===== config.mk =====
export PLATFORM = sky130hd
export DESIGN_NAME = axi4_master_rd_burst_gen
export DESIGN_NICKNAME = d
export VERILOG_FILES = /design/src/rtl/axi4_master_rd_burst_gen.sv
export SDC_FILE = /design/constraint.sdc
export NUM_CORES = 1
export LEC_CHECK = 0
export ABC_CLOCK_PERIOD_IN_PS = 8200
export CAP_MARGIN = 0
export CELL_PAD_IN_SITES_DETAIL_PLACEMENT = 0
export CELL_PAD_IN_SITES_GLOBAL_PLACEMENT = 2
export CORE_UTILIZATION = 32
export CTS_CLUSTER_DIAMETER = 50
export DETAILED_ROUTE_END_ITERATION = 10
export GPL_TIMING_DRIVEN = 0
export PLACE_DENSITY_LB_ADDON = 0.1
export SETUP_SLACK_MARGIN = 0.2
export SLEW_MARGIN = 30
export SYNTH_ARGS = -nofsm -noshare
export SYNTH_HDL_FRONTEND = slang
export SYNTH_SLANG_ARGS = --single-unit

===== constraint.sdc =====
create_clock -name aclk -period 8.2 [get_ports aclk]
set_input_delay 1.23 -clock aclk [delete_from_list [all_inputs] [get_ports aclk]]
set_output_delay 1.23 -clock aclk [all_outputs]
set_load 0.02 [all_outputs]

===== src/rtl/axi4_master_rd_burst_gen.sv =====
// ---------------------------------------------------------------------------
// axi4_master_rd_burst_gen
//   Read command engine. Accepts a (start address, total beats, id) command
//   and splits it into INCR bursts of at most MAX_BURST_BEATS that never
//   cross a 4KB page. Each burst goes out as one packed AR packet. Returning
//   R packets are unpacked and passed straight through to the consumer. When
//   the last beat is taken, a one-cycle done pulse reports the worst RRESP.
//
// Ports
//   aclk, areset        clock, asynchronous active-high reset
//   cmd_*               command handshake: byte address, beat count, ARID
//   fub_axi_ar*         packed AR channel towards the master stub
//   fub_axi_r*          packed R channel from the master stub
//   data_*              beat stream to the consumer (data_last = final beat)
//   done_valid/resp     completion pulse and worst response of the command
//   busy                high from command accept until done_valid
// ---------------------------------------------------------------------------
module axi4_master_rd_burst_gen #(
    parameter int AXI_ID_WIDTH    = 8,
    parameter int AXI_ADDR_WIDTH  = 32,
    parameter int AXI_DATA_WIDTH  = 32,
    parameter int AXI_USER_WIDTH  = 1,
    parameter int MAX_BURST_BEATS = 16,
    parameter int MAX_OUTSTANDING = 4,
    parameter int LEN_WIDTH       = 16,
    parameter int ARSize          = AXI_ID_WIDTH + AXI_ADDR_WIDTH + 29 + AXI_USER_WIDTH,
    parameter int RSize           = AXI_ID_WIDTH + AXI_DATA_WIDTH + 3 + AXI_USER_WIDTH
) (
    input  logic                      aclk,
    input  logic                      areset,
    input  logic                      cmd_valid,
    output logic                      cmd_ready,
    input  logic [AXI_ADDR_WIDTH-1:0] cmd_addr,
    input  logic [LEN_WIDTH-1:0]      cmd_beats,
    input  logic [AXI_ID_WIDTH-1:0]   cmd_id,
    output logic                      fub_axi_arvalid,
    input  logic                      fub_axi_arready,
    output logic [ARSize-1:0]         fub_axi_ar_pkt,
    input  logic                      fub_axi_rvalid,
    output logic                      fub_axi_rready,
    input  logic [RSize-1:0]          fub_axi_r_pkt,
    output logic                      data_valid,
    input  logic                      data_ready,
    output logic [AXI_DATA_WIDTH-1:0] data_out,
    output logic                      data_last,
    output logic                      done_valid,
    output logic [1:0]                done_resp,
    output logic                      busy
);

    localparam int unsigned SZ = $clog2(AXI_DATA_WIDTH / 8);
    localparam int unsigned OW = $clog2(MAX_OUTSTANDING + 1);
    localparam int IW = AXI_ID_WIDTH;
    localparam int DW = AXI_DATA_WIDTH;
    localparam int UW = AXI_USER_WIDTH;

    typedef enum logic [1:0] {IDLE, ISSUE, DRAIN, DONE} state_t;

    state_t                    r_state;
    logic [AXI_ADDR_WIDTH-1:0] r_addr;
    logic [LEN_WIDTH-1:0]      r_remaining;
    logic [LEN_WIDTH-1:0]      r_cmd_beats;
    logic [LEN_WIDTH-1:0]      r_rx_count;
    logic [IW-1:0]             r_id;
    logic [OW-1:0]             r_outstanding;
    logic [1:0]                r_resp;
    logic [1:0]                r_done_resp;
    logic                      r_done_valid;
    logic                      r_busy;
    logic                      r_arvalid;
    logic [ARSize-1:0]         r_ar_pkt;
    logic [8:0]                r_cur_beats;

    logic [IW-1:0]             w_r_id;
    logic [DW-1:0]             w_r_data;
    logic [1:0]                w_r_resp;
    logic                      w_r_last;
    logic [UW-1:0]             w_r_user;
    logic                      w_unused_user;
    logic                      w_r_hs;
    logic                      w_ar_hs;
    logic                      w_final_beat;
    logic [12:0]               w_page_beats;
    logic [31:0]               w_beats;
    logic [1:0]                w_resp_beat;
    logic [1:0]                w_resp_acc;

    // R packet layout: {id, data, resp, last, user}
    assign w_r_id        = fub_axi_r_pkt[RSize-1 -: IW];
    assign w_r_data      = fub_axi_r_pkt[UW+3 +: DW];
    assign w_r_resp      = fub_axi_r_pkt[UW+1 +: 2];
    assign w_r_last      = fub_axi_r_pkt[UW];
    assign w_r_user      = fub_axi_r_pkt[UW-1:0];
    assign w_unused_user = ^w_r_user;

    assign cmd_ready       = (r_state == IDLE) & ~areset;
    assign fub_axi_arvalid = r_arvalid;
    assign fub_axi_ar_pkt  = r_ar_pkt;
    assign data_valid      = fub_axi_rvalid & r_busy;
    assign fub_axi_rready  = data_ready & r_busy;
    assign data_out        = w_r_data;
    assign data_last       = r_busy & (r_rx_count == r_cmd_beats - LEN_WIDTH'(1));
    assign done_valid      = r_done_valid;
    assign done_resp       = r_done_resp;
    assign busy            = r_busy;

    assign w_r_hs       = fub_axi_rvalid & fub_axi_rready;
    assign w_ar_hs      = r_arvalid & fub_axi_arready;
    assign w_final_beat = w_r_hs & (r_rx_count == r_cmd_beats - LEN_WIDTH'(1));

    // Beats left before the next 4KB boundary
    assign w_page_beats = (13'd4096 - {1'b0, r_addr[11:0]}) >> SZ;

    always_comb begin
        w_beats = 32'(w_page_beats);
        if (32'(MAX_BURST_BEATS) < w_beats) w_beats = 32'(MAX_BURST_BEATS);
        if (32'(r_remaining) < w_beats)     w_beats = 32'(r_remaining);
    end

    // An ID mismatch raises the beat's contribution to at least SLVERR
    always_comb begin
        w_resp_beat = w_r_resp;
        if (w_r_id != r_id && w_r_resp < 2'b10) w_resp_beat = 2'b10;
        w_resp_acc = (w_resp_beat > r_resp) ? w_resp_beat : r_resp;
    end

    always_ff @(posedge aclk or posedge areset) begin
        if (areset) begin
            r_state       <= IDLE;
            r_addr        <= '0;
            r_remaining   <= '0;
            r_cmd_beats   <= '0;
            r_rx_count    <= '0;
            r_id          <= '0;
            r_outstanding <= '0;
            r_resp        <= '0;
            r_done_resp   <= '0;
            r_done_valid  <= 1'b0;
            r_busy        <= 1'b0;
            r_arvalid     <= 1'b0;
            r_ar_pkt      <= '0;
            r_cur_beats   <= '0;
        end else begin
            if (w_ar_hs && !(w_r_hs && w_r_last))
                r_outstanding <= r_outstanding + OW'(1);
            else if (!w_ar_hs && w_r_hs && w_r_last)
                r_outstanding <= r_outstanding - OW'(1);

            if (w_r_hs) begin
                r_rx_count <= r_rx_count + LEN_WIDTH'(1);
                r_resp     <= w_resp_acc;
            end

            case (r_state)
                IDLE: begin
                    r_done_valid <= 1'b0;
                    if (cmd_valid) begin
                        r_addr      <= cmd_addr & ~(AXI_ADDR_WIDTH'(DW / 8 - 1));
                        r_remaining <= cmd_beats;
                        r_cmd_beats <= cmd_beats;
                        r_id        <= cmd_id;
                        r_rx_count  <= '0;
                        r_resp      <= '0;
                        if (cmd_beats == '0) begin
                            r_state      <= DONE;
                            r_done_valid <= 1'b1;
                            r_done_resp  <= '0;
                        end else begin
                            r_state <= ISSUE;
                            r_busy  <= 1'b1;
                        end
                    end
                end
                ISSUE: begin
                    // Burst parameters are latched with arvalid so the
                    // packet stays stable while the stub back-pressures.
                    if (!r_arvalid) begin
                        if (r_outstanding < OW'(MAX_OUTSTANDING)) begin
                            r_arvalid   <= 1'b1;
                            r_cur_beats <= 9'(w_beats);
                            r_ar_pkt    <= {r_id, r_addr, 8'(w_beats - 32'd1), 3'(SZ),
                                            2'b01, 1'b0, 4'b0011, 3'b000, 4'b0000,
                                            4'b0000, {UW{1'b0}}};
                        end
                    end else if (fub_axi_arready) begin
                        r_arvalid   <= 1'b0;
                        r_addr      <= r_addr + (AXI_ADDR_WIDTH'(r_cur_beats) << SZ);
                        r_remaining <= r_remaining - LEN_WIDTH'(r_cur_beats);
                        if (r_remaining == LEN_WIDTH'(r_cur_beats)) r_state <= DRAIN;
                    end
                end
                DRAIN: begin
                    if (w_final_beat) begin
                        r_state      <= DONE;
                        r_done_valid <= 1'b1;
                        r_busy       <= 1'b0;
                        r_done_resp  <= w_resp_acc;
                    end
                end
                DONE: begin
                    r_done_valid <= 1'b0;
                    r_state      <= IDLE;
                end
                default: r_state <= IDLE;
            endcase
        end
    end

endmodule


==> flow_summary.ini <==
[finish]
syn_to_final_growth_pct = 29.4
n_fill_cell = 3088
n_antenna_cell = 0
instances_no_fill = 1749
final_cell_mix = nand2_1 (252), clkdlybuf4s50_1 (161), dfrtp_1 (154)
final_net_count = 1494
drive_gt1_share_pct = 8.09
final_common_cell = nand2_1
stdcell_area_um2 = 12500

[sta]
setup_tns_ps = 0
fin_crit_sh_pct = 67.3
worstMarginPinSlew_ps = 1010
maxSlewHeadroom_pct = 32.2
fmax_ghz = 0.181
finClkSkew_ps = 15.2
finalSetupViolations = 0
post-route-min-period_ps = 5520
hold_viol_final = 0
rsz0062_at_grt = no
hold_ws_ps = 475
maxSlewViolCount = 0

[critical_path]
crit_arrival_ps = 5860
required_ps = 8540
reg2reg_depth = 23
worstSetupStartpointType = register
rrSetupSlack_ps = 2680
cp-startpoint = r_addr[2]
regToRegEndpoint = fub_axi_ar_pkt[26]
r2r_start = r_addr[2]
crit_type = register to register
critPathCaptureType = register
crit_path_max_fanout = 10

[global_route]
gr-total-overflow = 0
grt_pass1_wl_um = 48600
grt_max_degree = 79
track_usage_pct = 20.5
grt_pass1_vias = 8511
grt_antenna_before_repair = 0

[yosys]
synth_area_leader_cell = dfrtp_1
ys_seq_area_share_pct = 39.9
synth_edf_count = 0
syn_area_per_cell_um2 = 8.47
ys_top_cells_by_area = dfrtp_1 (40%), nand2_1 (9.8%), ha_1 (5.1%), buf_4 (4.4%), xnor2_1 (3.5%)
ys.flop_type = dfrtp_1
yosysTopAreaCellShare_pct = 39.9
yosys_register_bits = 154
ys_warn_count = 0
async_reset_ff_share_pct = 100
syn_area_um2 = 9660
postSynthCellCount = 1141
yosys.cell_types.count = 67

[routing]
dr_total_vias = 8733
antenna_left = 0
drt_iter0_markers = 548
first_pass_iters = 5
post-route-drc-count = 0
vias_per_cell = 4.99
wl_um = 31000
routedWlPerCell_um = 17.7

[clock_tree]
root_buffer = clkbuf_16
clockBufferDepth = 2
insertion_delay_ps = 430
cts_tree = done
clock_sinks = 154
cts.clk_slew.worst_paths_ps = 70
ctsResizeCount = 0
cts_buffers = 17
htree_levels = 4
cts_setup_buffers = 0
cts_hold_buf = 0

[outcome]
status = finished clean

[place]
io_buffers = 161
dpl.hpwl_um = 23100
placed_cells = 1717
place.gp.congestion = 0.806
place_area_um2 = 11900

[floorplanning]
die_w_um = 176
row_count = 63
ios = 217
core-area_um2 = 29600
start_util_pct = 32.6
die_y_um = 176
die-area_um2 = 30900

[min_path]
worstHoldPathType = register to register
worstHoldPathCells = 2
hold_end = fub_axi_ar_pkt[29]
min_from = fub_axi_ar_pkt[29]

[power]
p_per_area_nw_per_um2 = 400
power.leakage_nw = 5.45
p_int_w = 0.00269
peakVddDrop_uv = 181
clockPowerShare_pct = 16.8
switchingPower_w = 0.00231
switching_share_pct = 46.2
pwr-share-comb_pct = 54.1
power_frac_seq_pct = 29.1

[flow_run]
cap_violations = 0
[sequential cells by signal, indices dropped and copies added (netlist names), 2 cells and up]
register and flops:
r_cur_beats 9, r_outstanding 3, fub_axi_ar_pkt 47, r_addr 30, r_resp 2, r_cmd_beats 16
done_resp 2, r_state 2, r_id 8, r_rx_count 16, r_remaining 16
[power groups by stage]
stage          clock (W)  sequential (W)  combinational, W
2_1_floorplan          0         0.00149           0.00171
3_3_place_gp           0         0.00146           0.00268
3_5_place_dp           0         0.00147           0.00271
4_1_cts         0.000855         0.00146           0.00272
5_1_grt         0.000882         0.00151           0.00301
6_report        0.000837         0.00145           0.00270
[metrics by stage]
stage	setup slack (ps)	total power [W]	utilization [%]
after floorplan	2820	0.00320	-
after global placement	56.8	0.00415	40.0
after detailed placement	2770	0.00417	40.1
after CTS	2710	0.00503	42.2
after global routing	2270	0.00540	42.2
final	2680	0.00499	42.2
[cell usage after synthesis, types with 4 or more instances]
cell type  instances
dfrtp_1          154
o211ai_1           7
nand2b_1           7
xor2_1            21
clkbuf_1          48
xnor2_1           39
nand3b_1           5
a2bb2oi_1         12
and3_1            12
a22oi_1            6
inv_1             41
ha_1              39
or3_1             16
nand3_1           32
buf_4             56
nor4_1             8
buf_1              6
o22ai_1           15
nor2_1            57
a21boi_0           4
nand4_1           16
and4_1             5
a31oi_1            8
nand2_1          252
a311oi_1           6
a21o_1            10
nor2b_1           11
a211oi_1          10
a21oi_1           50
o2111ai_1          5
nor3_1            30
a31o_2             5
o21a_1             6
mux2i_1           16
o21ai_0           68
[how the worst max path moves through the flow]
stage	to	slack (ps)	cells past startpoint
CTS	fub_axi_ar_pkt[26]	2710	23
detailed placement	fub_axi_ar_pkt[26]	2770	23
global route	fub_axi_ar_pkt[26]	2270	23
floorplan	busy	2820	1
global placement	fub_axi_ar_pkt[38]	60	2
finish	fub_axi_ar_pkt[26]	2680	23
[cell families (layout without fill, tap and decap cells)]
logic type / after synthesis / after routing / share of synthesized area (%)
compound gates: 239 / 239 / 16.0
mux: 19 / 19 / 2.01
buf+inv: 153 / 347 / 8.21
simple gates: 472 / 472 / 22.7
other cells: 2 / 26 / 0.0777
fa+ha+maj: 42 / 42 / 5.67
xor+xnor: 60 / 60 / 5.44
flops: 154 / 154 / 39.9
[layer usage]
metal | vias to the layer above | part of all wire [%] | global-route usage [%]
li1 | 4313 | - | -
met1 | 4177 | 50 | 29.7
met2 | 222 | 45 | 32.4
met3 | 21 | 4.4 | 3.14
met4 | 0 | 0.83 | 3.80
met5 | - | 0 | 0
[worst max-delay path: stages (launching register included)]
cell and delay, ps:
dfrtp_1 340, clkbuf_1 320, inv_1 110, ha_1 360, nor2_1 150, a31oi_1 100
o211ai_1 260, or3b_2 500, nor2_1 170, inv_1 70, ha_1 300, a21o_1 180
a21oi_1 200, o211ai_1 130, a41oi_1 250, o41a_1 260, clkbuf_1 440, mux2i_1 290
inv_1 120, ha_1 280, o21ai_0 130, xor2_1 220, o21ai_0 100, o21ai_0 150
[cell type report]
class | instances | area (um2) | share of cell area, %
Buffer | 112 | 639 | 5.12
Clock buffer | 19 | 453 | 3.62
Clock inverter | 13 | 156 | 1.25
Inverter | 41 | 161 | 1.29
Multi-Input combinational cell | 858 | 5110 | 40.9
Sequential cell | 154 | 3850 | 30.8
Tap cell | 390 | 488 | 3.90
Timing Repair Buffer | 162 | 1640 | 13.1
Note: power is estimated with default switching activity, not from simulation.
